## config.mk

```make
export PLATFORM = sky130hd
export DESIGN_NAME = ram_arbiter
export DESIGN_NICKNAME = d
export VERILOG_FILES = /design/src/rtl/ram_arbiter.sv
export SDC_FILE = /design/constraint.sdc
export NUM_CORES = 1
export LEC_CHECK = 0
export ABC_AREA = 0
export BUFFER_PORTS_ARGS = -buffer_cell sky130_fd_sc_hd__buf_4
export CAP_MARGIN = 20
export CORE_AREA = 2 2 163 165
export DETAILED_ROUTE_END_ITERATION = 6
export DIE_AREA = 0 0 165 167
export GPL_TIMING_DRIVEN = 0
export MAX_ROUTING_LAYER = met4
export SYNTH_ARGS = -nofsm -noshare
export SYNTH_HDL_FRONTEND = slang
export SYNTH_SLANG_ARGS = --single-unit
```

## constraint.sdc

```tcl
create_clock -name clock -period 7.05 [get_ports clock]
set_clock_uncertainty 0.1 [all_clocks]
set_input_delay 1.41 -clock clock [delete_from_list [all_inputs] [get_ports clock]]
set_output_delay 1.41 -clock clock [all_outputs]
set_load 0.01 [all_outputs]
```

## src/rtl/ram_arbiter.sv

```systemverilog
// Round-robin arbiter between two clients sharing one RAM256x64.
// Each access runs IDLE -> ACCESS -> WAIT -> ACK, so a registered read has a cycle to settle.
module ram_arbiter #(
  parameter int ADDR_W = 8,
  parameter int DATA_W = 64
) (
  input  logic              clock,
  input  logic              reset,
  input  logic              a_req,
  input  logic              a_write,
  input  logic [ADDR_W-1:0] a_addr,
  input  logic [DATA_W-1:0] a_wdata,
  output logic              a_ack,
  output logic [DATA_W-1:0] a_rdata,
  input  logic              b_req,
  input  logic              b_write,
  input  logic [ADDR_W-1:0] b_addr,
  input  logic [DATA_W-1:0] b_wdata,
  output logic              b_ack,
  output logic [DATA_W-1:0] b_rdata,
  output logic [ADDR_W-1:0] ram_address,
  output logic [DATA_W-1:0] ram_in,
  output logic              ram_write,
  input  logic [DATA_W-1:0] ram_out,
  output logic              busy
);

  // state  | meaning
  // IDLE   | waiting for a request; grants on the clock edge
  // ACCESS | RAM pins driven; a write commits at the end of this cycle
  // WAIT   | registered RAM output becomes valid
  // ACK    | one-cycle ack to the granted port
  localparam logic [1:0] IDLE   = 2'd0;
  localparam logic [1:0] ACCESS = 2'd1;
  localparam logic [1:0] WAIT   = 2'd2;
  localparam logic [1:0] ACK    = 2'd3;

  logic [1:0] state;
  logic       wr_flag;
  logic       sel_b;
  logic       prio_b;
  logic       grant_b;

  // B wins only if A is idle or the pointer favours B.
  assign grant_b = b_req && (!a_req || prio_b);

  always_ff @(posedge clock or posedge reset) begin
    if (reset) begin
      state       <= IDLE;
      wr_flag     <= 1'b0;
      sel_b       <= 1'b0;
      prio_b      <= 1'b0;
      ram_address <= '0;
      ram_in      <= '0;
      a_rdata     <= '0;
      b_rdata     <= '0;
    end else begin
      case (state)
        IDLE: begin
          if (a_req || b_req) begin
            sel_b       <= grant_b;
            prio_b      <= !grant_b;
            ram_address <= grant_b ? b_addr  : a_addr;
            ram_in      <= grant_b ? b_wdata : a_wdata;
            wr_flag     <= grant_b ? b_write : a_write;
            state       <= ACCESS;
          end
        end
        ACCESS: state <= WAIT;
        WAIT: begin
          if (!wr_flag) begin
            if (sel_b) b_rdata <= ram_out;
            else       a_rdata <= ram_out;
          end
          state <= ACK;
        end
        ACK:     state <= IDLE;
        default: state <= IDLE;
      endcase
    end
  end

  assign ram_write = (state == ACCESS) && wr_flag;
  assign a_ack     = (state == ACK) && !sel_b;
  assign b_ack     = (state == ACK) && sel_b;
  assign busy      = (state != IDLE);

endmodule

```

=== Yosys cells after proc, flatten, opt, wreduce, memory -nomap -nowiden ===
Cells that the tools add are included.

* Register bits after elaboration: 205
* Input port bits: 214
* Output and inout port bits: 204
* Word-level logic and storage cells: 33

* Equality and inequality tests: 4
* Mux-type cells: 5
* Bitwise gates (word level): 2
* Reduce and logical (&&, ||, !) cells: 14

{| class="wikitable"
|+ Operator list
! cell !! count
|-
| 64-bit 2-to-1 mux || 1
|-
| 8-bit 2-to-1 mux || 1
|-
| 2-bit one-hot mux with 4 select lines || 1
|-
| 3-bit AND reduction || 2
|-
| 2-bit == test, second input constant || 2
|-
| 1-bit logical AND || 4
|-
| 1-bit zero test || 3
|-
| 2-bit by 1-bit == test with 1-bit output, second input constant || 1
|-
| 2-bit zero test || 1
|-
| 1-bit logical OR || 2
|-
| 2-bit 2-to-1 mux || 1
|-
| 2-bit != test, second input constant || 1
|-
| 1-bit inverter || 2
|-
| 2-bit AND reduction || 1
|-
| 2-bit nonzero test || 1
|-
| 1-bit 2-to-1 mux || 1
|}

=== Logic depth before layout (Yosys ltp) ===
* Depth after elaboration: 4
* Mapped depth: 7

=== Worst setup path after synthesis ===
No wires, ideal clock.

* Path kind: input to register
* Start: in a_req
* End: reg ram_in[10]
* Setup time: 0.126 ns
* Arrival time: 2.140 ns
* Data required time: 6.824 ns
* Slack: 4.684 ns
* Stages: 5
* Path buffers: 2
* Cell sequence: nand2_1 -> a21oi_1 -> buf_4 -> buf_2 -> a221o_1

* Cells in the longest elaborated chain, start to end: 4
* Elaborated cells on any way between the ends: 6

{| class="wikitable"
|+ RTL lines
! what !! RTL line !! RTL
|-
| start, declared || 9 || <nowiki>input logic a_req,</nowiki>
|-
| 1-bit zero test || 45 || <nowiki>assign grant_b = b_req && (!a_req || prio_b);</nowiki>
|-
| 1-bit logical OR || 45 ||
|-
| 1-bit logical AND || 45 ||
|-
| 64-bit 2-to-1 mux || 64 || <nowiki>ram_in <= grant_b ? b_wdata : a_wdata;</nowiki>
|-
| end signal, assigned || 64 ||
|-
| end, declared || 22 || <nowiki>output logic [DATA_W-1:0] ram_in,</nowiki>
|}

Parallel ways exist; a longest one is shown, timed or not.
A chain may end at the register's enable or synchronous reset.

=== Worst setup path after layout ===
* Start: reg state[0]
* End: out busy

* Cells in the longest elaborated chain, start to end: 1

{| class="wikitable"
|+ RTL lines
! what !! RTL line !! RTL
|-
| start, declared || 38 || <nowiki>logic [1:0] state;</nowiki>
|-
| start signal, assigned || 49 || <nowiki>state <= IDLE;</nowiki>
|-
| start signal, assigned || 66 || <nowiki>state <= ACCESS;</nowiki>
|-
| start signal, assigned || 69 || <nowiki>ACCESS: state <= WAIT;</nowiki>
|-
| 2-bit nonzero test || 86 || <nowiki>assign busy = (state != IDLE);</nowiki>
|-
| end, declared || 25 || <nowiki>output logic busy</nowiki>
|}

Every way passes these cells.

==> impl_metrics.toml <==
[grt]
grt_pass1_wl_mm = 37.7
grt_max_degree = 40
overflow = 0
grt_usage_pct = 18.3
first_global_vias = 6615
antenna_found_initial = 2

[final_layout]
syn2layout_area_growth_pct = 53.4
layout_common_cells = "425 x buf_4, 205 x dfrtp_1, 129 x mux2_2"
num-nets-final = 1208
final_common_cell = "buf_4"
fillers = 2335
drive_above_1_share_pct = 62.5

[cts]
root_buffer = "clkbuf_16"
postCtsHoldBufs = 0
ctsResizeCount = 0
clock_path_buffers = 3
clock_latency_ns = 0.49
htree_levels = 1
cts.sinks = 205
clkTransAtPathRegs_ns = 0.06
post_cts_buffers = 0
cts_tree = "done"
numCtsBuffers = 23

[synth]
synth-seq-cells = 205
synth_cell_type_count = 21
synthMuxAreaShare_pct = 17.8
yosysTopAreaCellShare_pct = 62.7
synth_compound_area_share_pct = 9.42
syn_nets = 761
yosys_warnings = 0
yosys.area_share.adder_pct = 0.612
seq_area_frac_synth_pct = 62.7
synth-simple-area-share_pct = 6.30
synth_top_family_by_area = "multiplexers"
synth_cells = 543
ys_top_cells_by_area = "dfrtp_1 63%, mux2_2 18%, a221o_1 8.9%, and2_0 4.2%, buf_2 1.3%"
yosys.area_share.xor_xnor_pct = 0
synth_top_area_cell = "dfrtp_1"
synth_area_per_cell_sq_um = 15.1
syn_area_sq_um = 8180

[timing]
tightest_slew_ns = 0.848
hold_viol = 0
setup_viol = 0
rsz0062_at_grt = "false"
maxSlewViolCount = 0
timing.setup.tns_ns = 0
maxSlewHeadroom_pct = 43.3
period_share_pct = 42.5
period_needed_ns = 3.00
clock.fmax_ghz = 0.334

[pwr]
p_total_w = 0.00591
power_leakage_nw = 6.05
p_per_area_nw_per_um2 = 471
p_int_w = 0.00399
sw_frac_of_total_pct = 32.5
irDropWorstVdd_v = 0.000243
switching_power_w = 0.00192
power.share.clock_pct = 19.2
comb_power_share_pct = 45.5
p_seq_share_pct = 35.3

[critical_path]
setup.worst_path.class = "flip-flop to primary output"
r2r_slack_ns = 4.98
cp.required_ns = 5.54
cp-start-kind = "flip-flop"
crit_fanout = 7
cp.arrival_ns = 1.49
cp-end-kind = "primary output"

[floorplan]
rows = 59
initial_core_util_pct = 31.8
fp.coreArea_sq_um = 25800
pin_count = 418
die_w_um = 165
die-area_sq_um = 27600
die_h_um = 167

[route]
vias = 6329
ant_nets = 0
routedWlPerCell_um = 19.1
drtIter0Drc = 380
drc = 0
viasPerCell = 4.72
wirelength_mm = 25.7
first_pass_iters = 4

[placed_design]
dpl.hpwl_mm = 19.9
place.gp.congestion = 0.787
portBuffers = 417

[job]
maxCapViolations = 0

[hold_path]
min_path_type = "flip-flop to flip-flop"

[status]
outcome = "completed"
-- Yosys cell counts, drive strengths merged --
master,count
nor2b,1
a221o,73
o21ai,1
buf,36
a21o,2
nand3b,1
and2,75
nor2,2
dfrtp,205
mux2,129
a31oi,1
clkbuf,2
inv,5
a21oi,2
ha,4
nor3b,1
nand2,3
-- logic make-up (layout without fill, tap and decap cells) --
logic type	count (synthesis)	count (layout)
mux	129	129
other cells	0	2
flops	205	205
simple gates	83	83
buf+inv	43	504
fa+ha+maj	4	4
compound gates	79	79
-- registers in the layout, summed over array words and instances, names as in the netlist --
name	count
a_rdata	64
b_rdata	64
prio_b	1
sel_b	1
wr_flag	1
ram_address	8
state	2
ram_in	64
-- power by group through the flow --
stage	Sequential [W]	Combinational [W]	Clock (W)
final	0.00209	0.00269	0.00113
after global routing	0.00217	0.00289	0.00121
after CTS	0.00209	0.00274	0.00117
after detailed placement	0.00210	0.00274	0
after global placement	0.00209	0.00270	0
after floorplan	0.00234	0.00109	0
-- layer usage --
layer,vias to the layer above,global-route usage [%],wire length (um)
met5,-,-,0
met4,0,5.41,615
met3,38,4.66,2340
met2,309,31.0,12800
met1,3092,21.4,9940
li1,2890,-,-
-- final cells by class --
type / count / area [sq um] / share of cell area, %
inverters: 5 / 22.5 / 0.179
well taps: 335 / 419 / 3.34
multi-input cells: 295 / 2790 / 22.2
flip-flops and latches: 205 / 5130 / 40.9
clock inverters: 7 / 60.1 / 0.479
repair buffers: 422 / 3230 / 25.7
clock buffers: 32 / 649 / 5.17
plain buffers: 38 / 245 / 1.95
diodes: 2 / 5.00 / 0.0399
-- through the flow --
| step | area, sq um | hold slack (ns) | setup slack [ns] | std cells | utilization (%) |
|---|---|---|---|---|---|
| CTS | 12500 | 0.407 | 4.01 | 1339 | 48.7 |
| global placement | 11700 | 0.389 | 1.43 | 1295 | 45.6 |
| floorplan | 8190 | 0.372 | 2.88 | 543 | - |
| global route | 12600 | 0.416 | 3.92 | 1341 | 48.7 |
| detailed placement | 11800 | 0.394 | 4.15 | 1300 | 45.9 |
| finish | 12600 | 0.404 | 4.05 | 1341 | 48.7 |
-- path summary, 6_finish.rpt --
path / cells past startpoint / from / to
min in group asynchronous: 2 / reset / a_rdata[46]
worst min-delay path: 1 / a_rdata[47] / a_rdata[47]
worst max register to register: 6 / state[0] / a_rdata[49]
worst max-delay path: 4 / state[0] / busy
max in group asynchronous: 5 / reset / a_rdata[62]
worst min register to register: 1 / a_rdata[47] / a_rdata[47]
-- critical path, cell delays in order, from the launching register on --
cell and delay (ns):
dfrtp_1 0.40, inv_1 0.10, ha_1 0.29, inv_1 0.06, buf_4 0.15
Note: power is estimated with default switching activity, not from simulation.
